**config.mk**
```make
export PLATFORM = sky130hd
export DESIGN_NAME = icache_refill_ctrl_flat
export DESIGN_NICKNAME = d
export VERILOG_FILES = /design/src/rtl/icache_refill_ctrl_pkg.sv /design/src/rtl/icache_refill_ctrl_if.sv /design/src/rtl/icache_refill_ctrl.sv /design/src/flat_wrapper.sv
export SDC_FILE = /design/constraint.sdc
export NUM_CORES = 1
export LEC_CHECK = 0
export BUFFER_PORTS_ARGS = -buffer_cell sky130_fd_sc_hd__buf_2
export CORE_MARGIN = 5
export CORE_UTILIZATION = 42
export CTS_CLUSTER_DIAMETER = 150
export CTS_CLUSTER_SIZE = 30
export DETAILED_ROUTE_END_ITERATION = 6
export PLACE_DENSITY = 0.84
export SKIP_LAST_GASP = 1
export SYNTH_ARGS = -nofsm -noshare
export SYNTH_HDL_FRONTEND = slang
export SYNTH_SLANG_ARGS = --single-unit
```
**constraint.sdc**
```tcl
create_clock -name clk -period 3 [get_ports clk]
set_input_delay 0.3 -clock clk [delete_from_list [all_inputs] [get_ports clk]]
set_output_delay 0.3 -clock clk [all_outputs]
set_load 0.02 [all_outputs]
```
**src/rtl/icache_refill_ctrl_pkg.sv**
```systemverilog
// Shared I-cache types and widths: set-index and way-select sizes, the LRU
// command encoding, and a helper that aligns an address to its cache line.
package icache_refill_ctrl_pkg;

   localparam int ICache_index_bit    = 8;
   localparam int ICache_position_bit = 2;   // 4-way

   typedef logic [ICache_index_bit-1:0]    index_t;
   typedef logic [ICache_position_bit-1:0] position_t;

   // MODIFY marks a way most-recently-used, REPLACE asks the LRU for a victim
   typedef enum logic {
      MODIFY  = 1'b0,
      REPLACE = 1'b1
   } LRU_func_t;

   // Clear the word-offset and byte-offset bits of a line (line_words is a power of two)
   function automatic logic [31:0] line_base(input logic [31:0] addr, input int line_words);
      return addr & ~((32'(line_words) << 2) - 32'd1);
   endfunction

endpackage

```
**src/rtl/icache_refill_ctrl_if.sv**
```systemverilog
// Bus bundle between the refill controller and the rest of the I-cache.
// Handshakes: a lookup is taken on a cycle where req_valid && req_ready; a
// burst request is taken on a cycle where mem_req && mem_ready, and mem_req
// stays high with a stable mem_addr until then; a read beat is consumed on
// every cycle mem_rvalid is high (no ready on the return path).
interface icache_refill_ctrl_if
   import icache_refill_ctrl_pkg::*;
#(
   parameter int INDEX_BIT    = ICache_index_bit,
   parameter int POSITION_BIT = ICache_position_bit,
   parameter int LINE_WORDS   = 4
) ();

   localparam int OFF_BIT = (LINE_WORDS > 1) ? $clog2(LINE_WORDS) : 1;

   logic                    req_valid;
   logic                    req_ready;
   logic [31:0]             req_addr;
   logic                    tag_hit;
   logic [POSITION_BIT-1:0] tag_hit_way;
   logic                    lru_not_funct_en;
   LRU_func_t               lru_func;
   logic [INDEX_BIT-1:0]    lru_index;
   logic [POSITION_BIT-1:0] lru_hit_pos;
   logic [POSITION_BIT-1:0] lru_pos;
   logic                    mem_req;
   logic [31:0]             mem_addr;
   logic                    mem_ready;
   logic                    mem_rvalid;
   logic [31:0]             mem_rdata;
   logic                    mem_rlast;
   logic                    data_we;
   logic [POSITION_BIT-1:0] data_way;
   logic [INDEX_BIT-1:0]    data_index;
   logic [OFF_BIT-1:0]      data_offset;
   logic [31:0]             data_wdata;
   logic                    tag_we;
   logic                    resp_valid;
   logic [POSITION_BIT-1:0] resp_way;
   logic                    refill_err;

   // The refill controller side
   modport master (
      input  req_valid, req_addr, tag_hit, tag_hit_way, lru_pos,
             mem_ready, mem_rvalid, mem_rdata, mem_rlast,
      output req_ready, lru_not_funct_en, lru_func, lru_index, lru_hit_pos,
             mem_req, mem_addr, data_we, data_way, data_index, data_offset,
             data_wdata, tag_we, resp_valid, resp_way, refill_err
   );

   // Fetch unit, tag/data arrays, LRU and memory side
   modport slave (
      output req_valid, req_addr, tag_hit, tag_hit_way, lru_pos,
             mem_ready, mem_rvalid, mem_rdata, mem_rlast,
      input  req_ready, lru_not_funct_en, lru_func, lru_index, lru_hit_pos,
             mem_req, mem_addr, data_we, data_way, data_index, data_offset,
             data_wdata, tag_we, resp_valid, resp_way, refill_err
   );

endinterface

```
**src/rtl/icache_refill_ctrl.sv**
```systemverilog
// I-cache refill controller: answers hits in one cycle, and on a miss asks
// the LRU for a victim, bursts the line from memory into the data array and
// finally writes the tag. A reset mid-burst leaves the line without its tag.
module icache_refill_ctrl
   import icache_refill_ctrl_pkg::*;
#(
   parameter int INDEX_BIT    = ICache_index_bit,
   parameter int POSITION_BIT = ICache_position_bit,
   parameter int LINE_WORDS   = 4
) (
   input  logic                 clk,
   input  logic                 resetn,
   icache_refill_ctrl_if.master bus,
   output logic [2:0]           dbg_state_o
);

   localparam int OFF_BIT    = (LINE_WORDS > 1) ? $clog2(LINE_WORDS) : 1;
   localparam int LINE_SHIFT = OFF_BIT + 2;
   localparam logic [OFF_BIT-1:0] LAST_BEAT = OFF_BIT'(LINE_WORDS - 1);

   localparam logic [2:0] S_IDLE    = 3'd0;
   localparam logic [2:0] S_VICTIM  = 3'd1;
   localparam logic [2:0] S_MEM_REQ = 3'd2;
   localparam logic [2:0] S_REFILL  = 3'd3;
   localparam logic [2:0] S_COMMIT  = 3'd4;

   logic [2:0]              state_q, state_d;
   logic [31:0]             addr_q, addr_d;
   logic [POSITION_BIT-1:0] victim_q, victim_d;
   logic [OFF_BIT-1:0]      beat_q, beat_d;
   logic                    err_q, err_d;
   logic                    resp_q, resp_d;
   logic [POSITION_BIT-1:0] resp_way_q, resp_way_d;

   logic                    req_fire;
   logic                    hit_fire;
   logic                    beat_fire;
   logic                    last_beat;
   logic [INDEX_BIT-1:0]    req_index;
   logic [INDEX_BIT-1:0]    lat_index;

   assign req_fire  = (state_q == S_IDLE) && bus.req_valid;
   assign hit_fire  = req_fire && bus.tag_hit;
   assign beat_fire = (state_q == S_REFILL) && bus.mem_rvalid;
   assign last_beat = (beat_q == LAST_BEAT);
   assign req_index = bus.req_addr[LINE_SHIFT +: INDEX_BIT];
   assign lat_index = addr_q[LINE_SHIFT +: INDEX_BIT];

   // Next-state logic: FSM transitions, request latch, beat count, error flag
   always_comb begin
      state_d    = state_q;
      addr_d     = addr_q;
      victim_d   = victim_q;
      beat_d     = beat_q;
      err_d      = err_q;
      resp_d     = hit_fire;
      resp_way_d = hit_fire ? bus.tag_hit_way : '0;
      case (state_q)
         S_IDLE: begin
            if (req_fire) begin
               addr_d = bus.req_addr;
               if (!bus.tag_hit) state_d = S_VICTIM;
            end
         end
         S_VICTIM: begin
            victim_d = bus.lru_pos;
            state_d  = S_MEM_REQ;
         end
         S_MEM_REQ: begin
            if (bus.mem_ready) begin
               beat_d  = '0;
               state_d = S_REFILL;
            end
         end
         S_REFILL: begin
            if (bus.mem_rvalid) begin
               beat_d = beat_q + OFF_BIT'(1);
               // rlast must mark exactly the final beat; the count decides completion
               if (bus.mem_rlast != last_beat) err_d = 1'b1;
               if (last_beat) state_d = S_COMMIT;
            end
         end
         S_COMMIT: state_d = S_IDLE;
         default:  state_d = S_IDLE;
      endcase
   end

   // State registers with synchronous active-low reset
   always_ff @(posedge clk) begin
      if (!resetn) begin
         state_q    <= S_IDLE;
         addr_q     <= '0;
         victim_q   <= '0;
         beat_q     <= '0;
         err_q      <= 1'b0;
         resp_q     <= 1'b0;
         resp_way_q <= '0;
      end else begin
         state_q    <= state_d;
         addr_q     <= addr_d;
         victim_q   <= victim_d;
         beat_q     <= beat_d;
         err_q      <= err_d;
         resp_q     <= resp_d;
         resp_way_q <= resp_way_d;
      end
   end

   // Output decode from state and same-cycle handshakes
   always_comb begin
      bus.req_ready        = (state_q == S_IDLE);
      bus.lru_not_funct_en = !(hit_fire || (state_q == S_VICTIM));
      bus.lru_func         = (state_q == S_VICTIM) ? REPLACE : MODIFY;
      bus.lru_index        = hit_fire ? req_index :
                             ((state_q == S_VICTIM) ? lat_index : '0);
      bus.lru_hit_pos      = hit_fire ? bus.tag_hit_way : '0;
      bus.mem_req          = (state_q == S_MEM_REQ);
      bus.mem_addr         = (state_q == S_MEM_REQ) ? line_base(addr_q, LINE_WORDS) : '0;
      bus.data_we          = beat_fire;
      bus.data_way         = victim_q;
      bus.data_index       = lat_index;
      bus.data_offset      = beat_q;
      bus.data_wdata       = beat_fire ? bus.mem_rdata : '0;
      bus.tag_we           = (state_q == S_COMMIT);
      bus.resp_valid       = resp_q || (state_q == S_COMMIT);
      bus.resp_way         = (state_q == S_COMMIT) ? victim_q : resp_way_q;
      bus.refill_err       = err_q;
      dbg_state_o          = state_q;
   end

endmodule

```
**src/flat_wrapper.sv**
```systemverilog
// flat-port wrapper written by rule: the top's interface ports become plain ports
module icache_refill_ctrl_flat import icache_refill_ctrl_pkg::*;
#(
   parameter int INDEX_BIT    = ICache_index_bit,
   parameter int POSITION_BIT = ICache_position_bit,
   parameter int LINE_WORDS   = 4
)
  (clk, resetn, dbg_state_o, bus_req_valid, bus_req_addr, bus_tag_hit, bus_tag_hit_way, bus_lru_pos, bus_mem_ready, bus_mem_rvalid, bus_mem_rdata, bus_mem_rlast, bus_req_ready, bus_lru_not_funct_en, bus_lru_func, bus_lru_index, bus_lru_hit_pos, bus_mem_req, bus_mem_addr, bus_data_we, bus_data_way, bus_data_index, bus_data_offset, bus_data_wdata, bus_tag_we, bus_resp_valid, bus_resp_way, bus_refill_err);
  icache_refill_ctrl_if #(.INDEX_BIT(INDEX_BIT), .POSITION_BIT(POSITION_BIT), .LINE_WORDS(LINE_WORDS)) bus_i ();
  input  logic clk;
  input  logic resetn;
  output logic [2:0] dbg_state_o;
  input wire logic [$bits(bus_i.req_valid)-1:0] bus_req_valid;
  input wire logic [$bits(bus_i.req_addr)-1:0] bus_req_addr;
  input wire logic [$bits(bus_i.tag_hit)-1:0] bus_tag_hit;
  input wire logic [$bits(bus_i.tag_hit_way)-1:0] bus_tag_hit_way;
  input wire logic [$bits(bus_i.lru_pos)-1:0] bus_lru_pos;
  input wire logic [$bits(bus_i.mem_ready)-1:0] bus_mem_ready;
  input wire logic [$bits(bus_i.mem_rvalid)-1:0] bus_mem_rvalid;
  input wire logic [$bits(bus_i.mem_rdata)-1:0] bus_mem_rdata;
  input wire logic [$bits(bus_i.mem_rlast)-1:0] bus_mem_rlast;
  output wire logic [$bits(bus_i.req_ready)-1:0] bus_req_ready;
  output wire logic [$bits(bus_i.lru_not_funct_en)-1:0] bus_lru_not_funct_en;
  output wire logic [$bits(bus_i.lru_func)-1:0] bus_lru_func;
  output wire logic [$bits(bus_i.lru_index)-1:0] bus_lru_index;
  output wire logic [$bits(bus_i.lru_hit_pos)-1:0] bus_lru_hit_pos;
  output wire logic [$bits(bus_i.mem_req)-1:0] bus_mem_req;
  output wire logic [$bits(bus_i.mem_addr)-1:0] bus_mem_addr;
  output wire logic [$bits(bus_i.data_we)-1:0] bus_data_we;
  output wire logic [$bits(bus_i.data_way)-1:0] bus_data_way;
  output wire logic [$bits(bus_i.data_index)-1:0] bus_data_index;
  output wire logic [$bits(bus_i.data_offset)-1:0] bus_data_offset;
  output wire logic [$bits(bus_i.data_wdata)-1:0] bus_data_wdata;
  output wire logic [$bits(bus_i.tag_we)-1:0] bus_tag_we;
  output wire logic [$bits(bus_i.resp_valid)-1:0] bus_resp_valid;
  output wire logic [$bits(bus_i.resp_way)-1:0] bus_resp_way;
  output wire logic [$bits(bus_i.refill_err)-1:0] bus_refill_err;
  assign bus_i.req_valid = bus_req_valid;
  assign bus_i.req_addr = bus_req_addr;
  assign bus_i.tag_hit = bus_tag_hit;
  assign bus_i.tag_hit_way = bus_tag_hit_way;
  assign bus_i.lru_pos = bus_lru_pos;
  assign bus_i.mem_ready = bus_mem_ready;
  assign bus_i.mem_rvalid = bus_mem_rvalid;
  assign bus_i.mem_rdata = bus_mem_rdata;
  assign bus_i.mem_rlast = bus_mem_rlast;
  assign bus_req_ready = bus_i.req_ready;
  assign bus_lru_not_funct_en = bus_i.lru_not_funct_en;
  assign bus_lru_func = bus_i.lru_func;
  assign bus_lru_index = bus_i.lru_index;
  assign bus_lru_hit_pos = bus_i.lru_hit_pos;
  assign bus_mem_req = bus_i.mem_req;
  assign bus_mem_addr = bus_i.mem_addr;
  assign bus_data_we = bus_i.data_we;
  assign bus_data_way = bus_i.data_way;
  assign bus_data_index = bus_i.data_index;
  assign bus_data_offset = bus_i.data_offset;
  assign bus_data_wdata = bus_i.data_wdata;
  assign bus_tag_we = bus_i.tag_we;
  assign bus_resp_valid = bus_i.resp_valid;
  assign bus_resp_way = bus_i.resp_way;
  assign bus_refill_err = bus_i.refill_err;
  icache_refill_ctrl #(.INDEX_BIT(INDEX_BIT), .POSITION_BIT(POSITION_BIT), .LINE_WORDS(LINE_WORDS)) u_core (.clk(clk), .resetn(resetn), .bus(bus_i), .dbg_state_o(dbg_state_o));
endmodule
```
==> flow_summary.ini, run 1 <==
[worst_setup_path]
path_class = flip-flop to primary output
worstPathMaxFanout = 34
cp.arrival_ns = 2.08
max_stage_delay_ns = 0.79
crit_family = simple AND/OR/NAND/NOR gates
cp_data_required_time_ns = 2.70
end_kind = primary output
worstPathCellList = and4b_1 > and2_1 > buf_2
cpMaxStageDelayCell = and4b_1
cp-start-kind = flip-flop
crit_buf_inv = 1

[clock_network]
insertion_delay_ns = 0.28
cts_setup_buffers = 0
cts_htree_levels = 2
cts_tree = built
cts_buffer_depth = 2
cts.clk_slew.worst_paths_ns = 0.07
hold_buffers = 0
cts_root_buffer = clkbuf_8
cts.sinks = 39
cts_made_buffers = 5
cts_resized = 0

[cells_and_area]
stdcell_area_um2 = 2990
instances_no_fill = 487
diodes = 0
areaGrowthSynthToFinish_pct = 37.3
drive_above_1_share = 0.441
final_cell_mix = buf_2 (165), and2_1 (64), dfxtp_1 (39)
layout_commonest_cell = buf_2
nets = 492

[pwr]
leakage_nw = 1.63
ir_worst_vdd_v = 0.000299
power_mw = 1.18
power_density_nw_per_um2 = 393

[placement]
place_area_um2 = 2910
port_buffers = 165
pre_cts_slack_ns = 0.917
placed_cells = 479
place_congestion = 0.725
dp_hpwl_um = 5030

[routing]
drtAntennaViolNets = 0
drc = 0
drt_iter0_drc = 37
via_per_inst = 4.69
wirelength_um = 6370
num_vias = 2283
drtPass1Iterations = 4
drt-wirelength-per-cell_um = 13.1

[yosys]
synthDominantCellAreaShare = 0.358
yosysTopAreaCell = dfxtp_1
syn_inst = 272
synth.area.top_cells = dfxtp_1 (36%), and2_1 (18%), nand3_1 (6.9%)
syn-cell-area_um2 = 2180
seq_area_frac_synth = 0.358
yosysWarnings = 0
ys_seq_elements = 39
avgSynthCellArea_um2 = 8.01
synth_cell_types = 35

[sta]
fin_crit_ns = 2.38
tightestPinTransition_ns = 0.766
slew_viol_final = 0
setup_viol = 0
rsz0062_at_grt = false
max_slew_margin = 0.489
final.setup_skew_ns = 0.00377
worst_slack_ns = 0.620
fmax_mhz = 420
tns_ns = 0
timing_hold_violations_final = 0
post-route-period-util = 0.793

[global_routing]
antenna_found_initial = 0
grt_overflow = 0
grt_pass1_wl_um = 9080
grt.total_usage = 0.176
grt_max_degree = 60
grt_pass1_vias = 2007

[run]
drv_cap = 0

[floorplan]
die_area_um2 = 6730
dieWidth_um = 82.0
ioPinCount = 174
coreArea_um2 = 5070
initial_core_util = 0.429
die_y_um = 82.0
placementRows = 26

[hold_path]
hold_path.class = primary input to flip-flop

[outcome]
outcome = finished clean
## worst register-to-register path, delay by kind of cell (launching register included)
kind	cells	cell delay [ns]
and+or+nand+nor	2	0.87
DFF	1	0.61
buffers and inverters	1	0.26
AOI/OAI and AO/OA	1	0.07
## cells in the mapped netlist
cell	n
conb_1	1
inv_1	1
and4b_1	1
nand2_1	31
and3_1	3
mux2_2	2
dfxtp_1	39
mux2i_1	2
buf_6	4
a221o_1	1
or2_2	1
buf_4	17
nor3b_2	3
ha_1	1
nor4b_4	1
and2_1	64
clkbuf_1	11
clkbuf_2	2
buf_2	2
nand2b_1	1
buf_1	1
xor2_1	1
nor3_1	1
nand3_1	30
o31ai_1	2
a21boi_0	1
nand3b_1	1
a22o_1	8
a21oi_1	1
nor2_1	3
o21ai_1	3
a41oi_1	1
nand4b_1	1
o21ai_0	26
nor2b_1	4
## final cells by class
cell class,count,area (µm²)
clock buffers,7,76.3
clock inverters,1,5.00
fillers,491,2080
inverters,1,3.75
multi-input cells,198,1170
flip-flops and latches,39,781
well taps,70,87.6
repair buffers,171,871
## flip-flops by register name, indices dropped and copies added, names as in the netlist
name	count
u_core.resp_way_q	2
u_core.bus.refill_err	1
u_core.addr_q	28
u_core.bus.data_way	2
u_core.bus.data_offset	2
u_core.resp_q	1
u_core.dbg_state_o	3
## worst paths after layout
kind / start / end / slack (ns) / cells after the start
setup / recovery: u_core.dbg_state_o[0] / bus_data_wdata[31] / 0.62 / 3
hold / removal: bus_req_addr[30] / u_core.addr_q[30] / 0.23 / 3
hold reg to reg: u_core.addr_q[17] / u_core.addr_q[17] / 0.45 / 2
setup reg to reg: u_core.dbg_state_o[0] / u_core.bus.data_offset[1] / 1.11 / 4
## stage by stage
step           hold slack [ns]  utilization
2_1_floorplan            0.422            -
3_3_place_gp             0.432        0.573
3_5_place_dp             0.442        0.573
4_1_cts                  0.221        0.589
5_1_grt                  0.227        0.589
6_report                 0.234        0.589
## layer usage
layer | global-route usage | vias to the layer above | wire length [µm]
li1 | - | 1166 | -
met1 | 0.173 | 1023 | 2270
met2 | 0.348 | 89 | 3430
met3 | 0.0537 | 5 | 617
met4 | 0.0498 | 0 | 46
met5 | 0 | - | 0
## power by group
part / switching [mW] / internal (mW)
clock: 0.167 / 0.163
combinational: 0.159 / 0.105
sequential: 0.0276 / 0.554
total: 0.353 / 0.822
## cell families (layout without fill, tap and decap cells)
kind of cell | count (synthesis) | after routing | share of synthesized area
adders and majority gates | 1 | 1 | 0.00574
muxes | 4 | 4 | 0.0195
xor gates and xnor gates | 1 | 1 | 0.00402
buffers and inverters | 38 | 180 | 0.111
and+or+nand+nor | 145 | 145 | 0.380
other | 1 | 4 | 0.00172
DFF | 39 | 39 | 0.358
AOI/OAI and AO/OA | 43 | 43 | 0.120
No activity file was read; power rests on OpenSTA's default activity.
==> run 2: changes to the inputs <==
--- a/config.mk
+++ b/config.mk
@@ -7,11 +7,11 @@
 export LEC_CHECK = 0
 export BUFFER_PORTS_ARGS = -buffer_cell sky130_fd_sc_hd__buf_2
 export CORE_MARGIN = 5
-export CORE_UTILIZATION = 42
+export CORE_UTILIZATION = 36
 export CTS_CLUSTER_DIAMETER = 150
 export CTS_CLUSTER_SIZE = 30
 export DETAILED_ROUTE_END_ITERATION = 6
-export PLACE_DENSITY = 0.84
+export PLACE_DENSITY = 0.77
 export SKIP_LAST_GASP = 1
 export SYNTH_ARGS = -nofsm -noshare
 export SYNTH_HDL_FRONTEND = slang
==> constraint.sdc (replaced) <==
create_clock -name clk -period 2.1 [get_ports clk]
set_input_delay 0.21 -clock clk [delete_from_list [all_inputs] [get_ports clk]]
set_output_delay 0.21 -clock clk [all_outputs]
set_load 0.02 [all_outputs]
==> run 2 against run 1 <==
Sequential share of layout area decreased by 0.42 points. Non-clock buffer count unchanged. Register-to-register slack got worse by 0.69 ns. Critical path depth unchanged. Critical endpoint is now bus_resp_way[1]. Highest routed layer unchanged.
==> flow_summary.ini, run 2 (synthesis gave the netlist of run 1 again) <==
[placement]
port_buffers = 165
dp_hpwl_um = 5180
place_congestion = 0.801

[worst_setup_path]
rr_worst_depth = 5
crit_family = flip-flops
crit_cells = 3
max_stage_delay_ns = 0.57
crit_buf_inv = 1
rr_endpoint = u_core.addr_q[17]
cp.arrival_ns = 1.72
worstPathCellList = nor3b_2 > mux2_2 > buf_2
end_kind = primary output
r2r-start = u_core.dbg_state_o[2]
worstPathMaxFanout = 10
cp_data_required_time_ns = 1.89
cpMaxStageDelayCell = dfxtp_1
cp-start-kind = flip-flop
path_class = flip-flop to primary output
r2r_setup_slack_ns = 0.42

[cells_and_area]
multi_input_area_um2 = 1170
diodes = 0
num-fill-cells = 614
regMostFlops = u_core.addr_q
regArea_um2 = 783
areaGrowthSynthToFinish_pct = 40.0
final_cell_mix = buf_2 (165), and2_1 (63), dfxtp_1 (37)
largest_reg_flops = 28
drive_above_1_share = 0.453
layout_commonest_cell = buf_2
nets = 492

[global_routing]
grt_max_degree = 39
grt_overflow = 0
antenna_found_initial = 0
grt_pass1_vias = 2070
grt.total_usage = 0.161
grt_pass1_wl_um = 9880

[clock_network]
cts_setup_buffers = 0
cts_root_buffer = clkbuf_8
cts_buffer_depth = 2
cts.clk_slew.worst_paths_ns = 0.08
hold_buffers = 0
cts_resized = 0
insertion_delay_ns = 0.28
cts.sinks = 39
cts_htree_levels = 2
cts_made_buffers = 5
cts_tree = built

[pwr]
switchingPower_mw = 0.533
p_int_mw = 1.33
power_switching_share = 0.286
ir_worst_vdd_v = 0.000441
leakage_nw = 1.66
power_mw = 1.86
power_density_nw_per_um2 = 611
p_clk_frac = 0.348
comb_power_share = 0.205
pwr-share-seq = 0.446

[sta]
setup_viol = 0
rsz0062_at_grt = false
timing_hold_violations_final = 0
final.setup_skew_ns = 0.00276
slew_viol_final = 0
fmax_mhz = 518
fin_crit_ns = 1.93
max_slew_margin = 0.612
tightestPinTransition_ns = 0.582
tns_ns = 0
post-route-period-util = 0.919

[floorplan]
placementRows = 28
dieWidth_um = 87.8
die_area_um2 = 7710
coreArea_um2 = 5890
ioPinCount = 174
initial_core_util = 0.370
die_y_um = 87.8

[routing]
drtPass1Iterations = 4
drt_iter0_drc = 76
drt-wirelength-per-cell_um = 13.5
drc = 0
via_per_inst = 4.70
drtAntennaViolNets = 0
wirelength_um = 6660
num_vias = 2314

[hold_path]
hp-start = bus_req_addr[18]
hold-path-cell-count = 3
hold_path.class = primary input to flip-flop
hold-path-endpoint = u_core.addr_q[18]

[run]
drv_cap = 0

[outcome]
outcome = finished clean
run 2: layout make-up:
type | count | area share
Clock buffer | 6 | 0.0271
Clock inverter | 2 | 0.0115
Inverter | 1 | 0.00123
Multi-Input combinational cell | 198 | 0.383
Sequential cell | 39 | 0.257
Tap cell | 75 | 0.0308
Timing Repair Buffer | 171 | 0.290
run 2: routing by layer:
layer | vias up | share of wire | track usage
li1 | 1171 | - | -
met1 | 1031 | 0.34 | 0.162
met2 | 104 | 0.52 | 0.308
met3 | 8 | 0.12 | 0.0630
met4 | 0 | 0.014 | 0.0418
met5 | - | 0 | 0
run 2: how the worst max path moves through the flow:
stage,startpoint,end,slack (ns)
floorplan,u_core.dbg_state_o[0],bus_lru_index[0],0.38
global placement,u_core.dbg_state_o[0],bus_lru_index[6],0.37
detailed placement,u_core.dbg_state_o[0],bus_lru_index[5],0.34
CTS,u_core.dbg_state_o[0],bus_lru_index[5],0.02
global route,u_core.dbg_state_o[2],bus_lru_hit_pos[0],0.07
finish,u_core.dbg_state_o[2],bus_resp_way[1],0.17
run 2: through the flow:
stage               utilization  std cells  worst slack, ns  instance area (µm²)  hold WS, ns
floorplan                     -        275            0.376                 2190        0.332
global placement          0.498        484            0.369                 2930        0.423
detailed placement        0.498        484            0.345                 2930        0.432
CTS                       0.518        492           0.0191                 3050        0.122
global route              0.518        492           0.0710                 3050        0.129
finish                    0.518        492            0.170                 3050        0.135
run 2: power by group through the flow:
stage / clock [mW] / sequential [mW] / combinational, mW
finish: 0.649 / 0.831 / 0.383
global placement: 0 / 0.845 / 0.378
detailed placement: 0 / 0.848 / 0.388
global route: 0.716 / 0.841 / 0.425
CTS: 0.667 / 0.830 / 0.389
floorplan: 0 / 0.839 / 0.270
run 2: worst register-to-register path: stages, from the launching register on:
cell and delay, ns:
dfxtp_1 0.43, nor4b_4 0.33, buf_4 0.30, buf_4 0.34
nand3_1 0.12, o21ai_1 0.09
==> run 3: changes to the inputs <==
--- a/config.mk
+++ b/config.mk
@@ -5,6 +5,8 @@
 export SDC_FILE = /design/constraint.sdc
 export NUM_CORES = 1
 export LEC_CHECK = 0
+export ABC_AREA = 1
+export ABC_CLOCK_PERIOD_IN_PS = 2100
 export BUFFER_PORTS_ARGS = -buffer_cell sky130_fd_sc_hd__buf_2
 export CORE_MARGIN = 5
 export CORE_UTILIZATION = 36
==> run 3 against run 2 <==
Via count rose by 11%. Global-route usage up 0.15 points. Final cell count grew 19%. First-iteration DRC count decreased by 6.6%. Clock-buffer cell count unchanged. Clock skew rose by 0.0035 ns. Critical path type unchanged. Sequential power grew 29%. Synthesized cell count rose by 30%. Routed wire length grew 1.1%. Sequential share of layout area shrank 0.59 points.
==> flow_summary.ini, run 3 <==
[worst_setup_path]
rr_endpoint = u_core.addr_q[25]
cp-start-kind = flip-flop
r2r_setup_slack_ns = 0.60
cp.arrival_ns = 1.69
cp_data_required_time_ns = 1.89
worstPathMaxFanout = 10
end_kind = primary output
path_class = flip-flop to primary output
rr_worst_depth = 6
crit_path_start = u_core.dbg_state_o[0]
r2r-start = u_core.dbg_state_o[0]

[yosys]
synthFlopType = dfxtp_1
synth_edf_count = 0
synthDominantCellAreaShare = 0.359
synth.area.top_cells = dfxtp_1 (36%), nor2_1 (19%), inv_1 (13%)
syn-cell-area_um2 = 2170
synthArstFlopShare = 0
synthTopCellsByCount = nor2_1 (109), inv_1 (78), dfxtp_1 (39), nand2_1 (35), o21ai_0 (18)
muxShareOfSynthArea = 0
avgSynthCellArea_um2 = 6.14
synth-compound-area-share = 0.108
synth-adder-area-share = 0.00575
yosys.cell_count.top_type = nor2_1
synth-simple-area-share = 0.300
yosysTopAreaCell = dfxtp_1
synth_cell_types = 26
ys_seq_elements = 39
synth-xor-area-share = 0.00403
syn_inst = 354
synth_top_family_by_area = simple AND/OR/NAND/NOR gates
seq_area_frac_synth = 0.359
yosysWarnings = 0

[global_routing]
grt_pass1_vias = 2316
grt.total_usage = 0.163
antenna_found_initial = 0
grt_pass1_wl_um = 10100
grt_overflow = 0
grt_max_degree = 29

[cells_and_area]
areaGrowthSynthToFinish_pct = 43.1
stdcell_area_um2 = 3110
multi_input_area_um2 = 937
nets = 584
num-fill-cells = 600
regArea_um2 = 781
drive_above_1_share = 0.363
instances_no_fill = 584
layout_commonest_cell = buf_2
largest_reg_flops = 28
diodes = 0
regMostFlops = u_core.addr_q
post-route-util = 0.529
final_cell_mix = buf_2 (165), nor2_1 (109), inv_1 (78)

[routing]
drc = 0
wirelength_um = 6730
via_per_inst = 4.40
drt-wirelength-per-cell_um = 11.5
drtPass1Iterations = 4
num_vias = 2571
drt_iter0_drc = 71
drtAntennaViolNets = 0

[sta]
slew_viol_final = 0
fmax_mhz = 527
final.setup_skew_ns = 0.00621
rsz0062_at_grt = false
tns_ns = 0
post-route-period-util = 0.903
fin_crit_ns = 1.90
finalHoldWorstSlack_ns = 0.140
timing_hold_violations_final = 0
setup_viol = 0
worst_slack_ns = 0.204

[clock_network]
hold_buffers = 0
cts.sinks = 39
cts_tree = built
cts_made_buffers = 5
cts.clk_slew.worst_paths_ns = 0.08
insertion_delay_ns = 0.28
cts_buffer_depth = 2
cts_root_buffer = clkbuf_8
cts_htree_levels = 2

[floorplan]
die_area_um2 = 7690
initial_core_util = 0.369
dieWidth_um = 87.7
die_y_um = 87.7
coreArea_um2 = 5890
ioPinCount = 174
placementRows = 28

[pwr]
power_mw = 3.39
leakage_nw = 1.93
power_density_nw_per_um2 = 1090
ir_worst_vdd_v = 0.000714

[hold_path]
hold_path.class = primary input to flip-flop
hold-path-cell-count = 3
hp-start = bus_req_addr[30]
hold-path-endpoint = u_core.addr_q[30]

[placement]
placed_cells = 576
place_area_um2 = 2970
dp_hpwl_um = 5330
pre_cts_slack_ns = 0.404
place_congestion = 0.806
port_buffers = 165

[outcome]
outcome = finished clean

[run]
drv_cap = 0
-- run 3: changes by cell type after synthesis, moves of 5 or more --
cell | previous run | this run
a21oi_1 | 1 | 13
o22ai_1 | 0 | 8
nor2_1 | 3 | 109
and2_1 | 64 | 0
a22o_1 | 8 | 0
inv_1 | 1 | 78
nand3_1 | 30 | 7
o21ai_0 | 26 | 18
clkbuf_1 | 11 | 4
buf_4 | 17 | 12
-- run 3: worst max-delay path by stage --
stage | endpoint | slack [ns] | cells after the start
5_1_grt | bus_lru_index[2] | 0.07 | 4
4_1_cts | bus_data_wdata[11] | 0.08 | 4
6_report | bus_lru_index[1] | 0.20 | 4
3_5_place_dp | bus_data_wdata[11] | 0.40 | 4
3_3_place_gp | bus_data_wdata[11] | 0.43 | 4
2_1_floorplan | bus_lru_index[0] | 0.56 | 3
-- run 3: worst max-delay path, stage by stage, from the launching register on --
cell and delay, ns:
dfxtp_1 0.51, nand3_1 0.28, buf_4 0.26, o22ai_1 0.15, buf_2 0.20
-- run 3: area by class of cell --
| type | instances | area share |
|---|---|---|
| multi-input combinational | 212 | 0.301 |
| clock inverter | 2 | 0.0193 |
| timing repair buffer | 171 | 0.280 |
| inverter | 79 | 0.0953 |
| clock buffer | 6 | 0.0233 |
| tap | 75 | 0.0302 |
| sequential | 39 | 0.251 |
-- run 3: per-layer routing --
metal  vias up  GRT usage  part of all wire
met5         -          0                 0
met4         0     0.0404             0.011
met3        10     0.0461              0.10
met2       105      0.309              0.50
met1      1124      0.176              0.38
li1       1332          -                 -
-- run 3: logic make-up after synthesis --
| logic type | Yosys count |
|---|---|
| xor gates and xnor gates | 1 |
| other | 1 |
| DFF | 39 |
| adders and majority gates | 1 |
| AOI/OAI and AO/OA | 45 |
| and+or+nand+nor | 161 |
| buffers and inverters | 106 |
-- run 3: repair_timing --
item / 4_1_cts / 5_1_grt
endpoints found under the setup margin: 0 / 23
buffers inserted: 0 / 0
gates resized for setup: 0 / 2
-- run 3: report_power, final --
group          total, mW  switching, mW  internal (mW)
clock network      0.731          0.256          0.475
logic               1.59           1.09          0.500
registers           1.07          0.135          0.935
